--- src/rtl/ex_branch_unit.sv ---
// ============================================================================
// Module      : ex_branch_unit
// Description : EX-stage control-transfer resolver: owns icc, resolves
//               Bicc/CALL/JMPL and drives redirect, ID flush and slot annul.
// Revision    : 1.0 - initial release
// ============================================================================
`default_nettype none

module ex_branch_unit #(
    parameter int PC_SIZE   = 32,
    parameter int INST_SIZE = 32
) (
    input  logic                 clk,
    input  logic                 reset,
    input  logic                 ex_valid,
    input  logic [1:0]           ex_op,
    input  logic [2:0]           ex_op2,
    input  logic [5:0]           ex_op3,
    input  logic [3:0]           ex_cond,
    input  logic                 ex_a,
    input  logic [21:0]          ex_disp22,
    input  logic [29:0]          ex_disp30,
    input  logic [PC_SIZE-1:0]   ex_PCplus4,
    input  logic [INST_SIZE-1:0] ex_alu_result,
    input  logic [3:0]           ex_alu_icc,
    output logic                 redirect_valid,
    output logic [PC_SIZE-1:0]   redirect_pc,
    output logic                 flush_id,
    output logic                 kill_ex,
    output logic [3:0]           icc_out
);

    typedef enum logic [1:0] {
        RUN        = 2'd0,
        SLOT       = 2'd1,
        SLOT_ANNUL = 2'd2
    } state_t;

    localparam logic [5:0] c_OP3_JMPL = 6'b111000;
    localparam logic [3:0] c_COND_BA  = 4'b1000;

    state_t               state_q, state_d;
    logic [3:0]           icc_q;
    logic                 redirect_valid_q;
    logic [PC_SIZE-1:0]   redirect_pc_q;
    logic                 flush_id_q;
    logic                 kill_ex_q;

    logic                 w_live;
    logic                 w_is_bicc, w_is_call, w_is_jmpl, w_is_cc, w_is_cti;
    logic                 w_cond_true, w_taken, w_annul;
    logic [PC_SIZE-1:0]   w_pc, w_target;
    logic [PC_SIZE-1:0]   w_bicc_off, w_call_off;

    assign w_live    = ex_valid && (state_q != SLOT_ANNUL);
    assign w_is_bicc = (ex_op == 2'b00) && (ex_op2 == 3'b010);
    assign w_is_call = (ex_op == 2'b01);
    assign w_is_jmpl = (ex_op == 2'b10) && (ex_op3 == c_OP3_JMPL);
    assign w_is_cc   = (ex_op == 2'b10) && !ex_op3[5] && ex_op3[4];
    assign w_is_cti  = w_is_bicc || w_is_call || w_is_jmpl;

    // Lower three bits pick the base test; cond[3] inverts it.
    always_comb begin
        w_cond_true = 1'b0;
        case (ex_cond[2:0])
            3'd0: w_cond_true = 1'b0;
            3'd1: w_cond_true = icc_q[2];
            3'd2: w_cond_true = icc_q[2] | (icc_q[3] ^ icc_q[1]);
            3'd3: w_cond_true = icc_q[3] ^ icc_q[1];
            3'd4: w_cond_true = icc_q[0] | icc_q[2];
            3'd5: w_cond_true = icc_q[0];
            3'd6: w_cond_true = icc_q[3];
            3'd7: w_cond_true = icc_q[1];
            default: w_cond_true = 1'b0;
        endcase
        w_cond_true = w_cond_true ^ ex_cond[3];
    end

    assign w_taken = w_is_call || w_is_jmpl || (w_is_bicc && w_cond_true);
    assign w_annul = w_is_bicc && ex_a && (!w_cond_true || (ex_cond == c_COND_BA));

    assign w_pc       = ex_PCplus4 - PC_SIZE'(4);
    assign w_bicc_off = {{(PC_SIZE-24){ex_disp22[21]}}, ex_disp22, 2'b00};
    assign w_call_off = PC_SIZE'({ex_disp30, 2'b00});

    always_comb begin
        w_target = PC_SIZE'(ex_alu_result);
        if (w_is_bicc)
            w_target = w_pc + w_bicc_off;
        else if (w_is_call)
            w_target = w_pc + w_call_off;
    end

    // A bubble freezes the machine so the delay slot is still recognised.
    always_comb begin
        state_d = state_q;
        if (ex_valid) begin
            if (state_q == SLOT_ANNUL)
                state_d = RUN;
            else if (w_is_cti)
                state_d = w_annul ? SLOT_ANNUL : SLOT;
            else
                state_d = RUN;
        end
    end

    always_ff @(posedge clk) begin
        if (reset) begin
            state_q          <= RUN;
            icc_q            <= 4'd0;
            redirect_valid_q <= 1'b0;
            redirect_pc_q    <= '0;
            flush_id_q       <= 1'b0;
            kill_ex_q        <= 1'b0;
        end else begin
            state_q          <= state_d;
            redirect_valid_q <= w_live && w_is_cti && w_taken;
            flush_id_q       <= w_live && w_is_cti && w_taken;
            kill_ex_q        <= (state_d == SLOT_ANNUL);
            if (w_live && w_is_cc)
                icc_q <= ex_alu_icc;
            if (w_live && w_is_cti && w_taken)
                redirect_pc_q <= w_target;
        end
    end

    assign redirect_valid = redirect_valid_q;
    assign redirect_pc    = redirect_pc_q;
    assign flush_id       = flush_id_q;
    assign kill_ex        = kill_ex_q;
    assign icc_out        = icc_q;

endmodule

`default_nettype wire

--- config.mk ---
export PLATFORM = sky130hd
export DESIGN_NAME = ex_branch_unit
export DESIGN_NICKNAME = d
export VERILOG_FILES = /design/src/rtl/ex_branch_unit.sv
export SDC_FILE = /design/constraint.sdc
export NUM_CORES = 1
export LEC_CHECK = 0
export ABC_AREA = 1
export ABC_CLOCK_PERIOD_IN_PS = 3400
export BUFFER_PORTS_ARGS = -buffer_cell sky130_fd_sc_hd__buf_2
export CELL_PAD_IN_SITES_DETAIL_PLACEMENT = 1
export CELL_PAD_IN_SITES_GLOBAL_PLACEMENT = 1
export CORE_MARGIN = 4
export CORE_UTILIZATION = 28
export CTS_BUF_LIST = sky130_fd_sc_hd__clkbuf_2
export CTS_CLUSTER_SIZE = 24
export DETAILED_ROUTE_END_ITERATION = 16
export PLACE_DENSITY = 0.65
export SYNTH_ARGS = -nofsm -noshare
export SYNTH_HDL_FRONTEND = slang
export SYNTH_SLANG_ARGS = --single-unit
--- constraint.sdc ---
create_clock -name clk -period 3.4 [get_ports clk]
set_input_delay 0 -clock clk [delete_from_list [all_inputs] [get_ports clk]]
set_output_delay 0 -clock clk [all_outputs]
set_load 0.1 [all_outputs]
==> results.py <==
metrics = {
    "status": {
        "outcome": "completed",
    },
    "pwr": {
        "p_per_area_nw_per_um2": 249,
        "p_leak_nw": 4.58,
        "vdd_drop_max_v": 0.000138,
    },
    "die": {
        "initial_core_util_pct": 28.4,
        "num_rows": 57,
        "die_y_um": 165,
        "die_w_um": 165,
        "dieArea_um2": 27200,
        "core_area_um2": 24200,
        "io_pins": 178,
    },
    "synthesis": {
        "ys_seq_elements": 40,
        "synth-simple-area-share_pct": 43.8,
        "avgSynthCellArea_um2": 5.45,
        "syn-num-nets": 1467,
        "synth_area_um2": 6890,
        "synth-async-reset-ratio_pct": 0,
        "synthAdderAreaFrac_pct": 11.8,
        "synth_compound_area_share_pct": 15.7,
        "ys.flop_type": "dfxtp_1",
        "yosys-mux-area-fraction_pct": 0.327,
        "yosysWarnings": 0,
        "synth_cells": 1264,
        "synth-xor-area-share_pct": 5.34,
        "synth_top_area_share_pct": 18.6,
        "synth.top_cells.by_count": "342 x nand2_1, 219 x nor2_1, 170 x inv_1",
        "yosysTopAreaCell": "nand2_1",
        "yosys-top-cells-area": "nand2_1 19%, nor2_1 12%, dfxtp_1 12%",
        "yosysMostFrequentCell": "nand2_1",
        "ys_types": 46,
        "synth_top_family_by_area": "simple AND/OR/NAND/NOR gates",
        "yosysSeqAreaShare_pct": 11.6,
        "synth-edff-count": 0,
    },
    "detailed_routing": {
        "drt_wl_total_um": 30300,
        "ant_nets": 0,
        "drtIter0Drc": 416,
        "vias": 8852,
        "via_per_inst": 4.91,
        "drt_first_pass_iters": 7,
        "drc": 0,
        "wl_per_cell_um": 16.8,
    },
    "finish": {
        "multi_input_area_um2": 5320,
        "post-route-util_pct": 35.4,
        "nNetsFinal": 1680,
        "area_growth_pct": 24.5,
        "seq_area_um2": 801,
        "drive_gt1_share_pct": 15.6,
        "fillCellCount": 3411,
    },
    "setup_path": {
        "cpPeakStageDelay_ps": 370,
        "cpMaxStageDelayCell": "ha_1",
        "worstPathMaxFanout": 5,
        "worstPathRequired_ps": 3770,
        "path_cells": "buf_2 > inv_1 > ha_1 > nand2_1 > nor2_1 > nand2_1 > nor4_1 > xnor2_1 > inv_1 > ha_1 > nand2_1 > nor2_1 > inv_1 > nor2_1 > nand4_1 > nand3b_1 > nor2_1 > o21ai_0 > nand3_1 > nand2_1 > inv_1",
        "critPathKind": "input pin to flip-flop",
        "cp.arrival_ps": 3430,
        "endpoint_kind": "flip-flop",
        "start_kind": "input pin",
    },
    "timing": {
        "worstMarginPinSlew_ps": 735,
        "tns_ps": 0,
        "skew_ps": 41.8,
        "whs_ps": 11.7,
        "max_slew_margin_pct": 50.9,
        "finalSetupViolations": 0,
        "hold_viol": 0,
        "layout_min_cycle_time_ps": 3050,
        "fmax_ghz": 0.328,
        "fin_crit_sh_pct": 89.8,
        "drv_slew": 0,
        "rsz0062_at_grt": "no",
    },
    "grt": {
        "grt_usage_pct": 22.2,
        "antenna_found_initial": 1,
        "grt_pass1_vias": 9107,
        "grt_pass1_wl_um": 47300,
        "grt_max_degree": 45,
        "grt.overflow.total": 0,
    },
    "cts": {
        "clock_latency_ps": 480,
        "root_buffer": "clkbuf_2",
        "tritoncts": "built",
        "clk_pin_slew_ps": 250,
        "post_cts_buffers": 0,
        "cts_buffer_depth": 2,
        "numCtsBuffers": 5,
        "cts.sinks": 40,
        "ctsHtreeMaxLevel": 2,
    },
    "place": {
        "dp_hpwl_um": 26200,
        "routabilityCongestion": 0.929,
        "io_buffers": 177,
    },
    "flow_run": {
        "max_cap_viol_count": 0,
    },
    "worst_hold_path": {
        "worstHoldPathType": "input pin to flip-flop",
    },
}
[cell usage in the layout (no fill, tap or decap), drive strengths merged, types with 20 or more instances in the layout]
cell type,n
buf,200
a21oi,94
inv,174
ha,62
nor2,223
xor2,27
dfxtp,40
nand4,20
dlygate4sd3,27
nand2,345
nand3,103
o21ai,77
[report_power, final]
part	total, W	switching (W)	internal, W
clock network	0.000326	0.000200	0.000127
logic	0.00130	0.000885	0.000416
registers	0.000504	0.0000121	0.000492
total	0.00213	0.00110	0.00103
[flip-flops by register name (all words and copies together) (netlist names)]
signal	flops
redirect_pc	32
state_q	2
kill_ex	1
icc_out	4
flush_id	1
[per-layer routing]
layer	up-vias	wire [um]	track usage, %
met2	220	14200	38.1
met1	4082	14100	29.8
li1	4513	-	-
met3	37	1270	1.80
met5	-	0	0
met4	0	756	5.94
[final cells by class]
class | instances | area share [%]
Antenna cell | 1 | 0.0292
Clock buffer | 5 | 0.292
Clock inverter | 3 | 0.540
Inverter | 173 | 7.60
Multi-Input combinational cell | 1030 | 62.0
Sequential cell | 40 | 9.34
Tap cell | 324 | 4.73
Timing Repair Buffer | 227 | 15.5
[critical path: cells and delay by family]
kind	cells	cell delay, ps
compound gates	1	240
xor+xnor	1	160
fa+ha+maj	2	580
buf+inv	5	450
simple gates	12	2000
[path summary, 6_finish.rpt]
kind	from	end	cells after the start	slack, ps
min reg2reg	redirect_pc[4]	redirect_pc[4]	2	500
max reg2reg	icc_out[2]	kill_ex	12	850
max	ex_PCplus4[2]	redirect_pc[21]	21	350
min	ex_alu_result[14]	redirect_pc[14]	7	10
[stage by stage]
step | setup WS [ps] | instance area [um^2] | power [W] | instances
final | 348 | 8580 | 0.00213 | 1803
after global routing | 59.0 | 8580 | 0.00231 | 1803
after CTS | 317 | 8570 | 0.00213 | 1802
after detailed placement | -179 | 8230 | 0.00178 | 1767
after global placement | -53.4 | 8230 | 0.00176 | 1767
after floorplan | 692 | 6890 | 0.00137 | 1264
[cells by family after synthesis]
group,Yosys count
fa+ha+maj,64
compound gates,199
xor+xnor,42
mux,2
flops,40
simple gates,723
buf+inv,194
[what timing repair did]
action,4_1_cts,5_1_grt
hold endpoints to repair,22,0
setup endpoints to repair,0,1
hold buffers,27,0
resized for setup,0,1
Note: power is estimated with default switching activity, not from simulation.
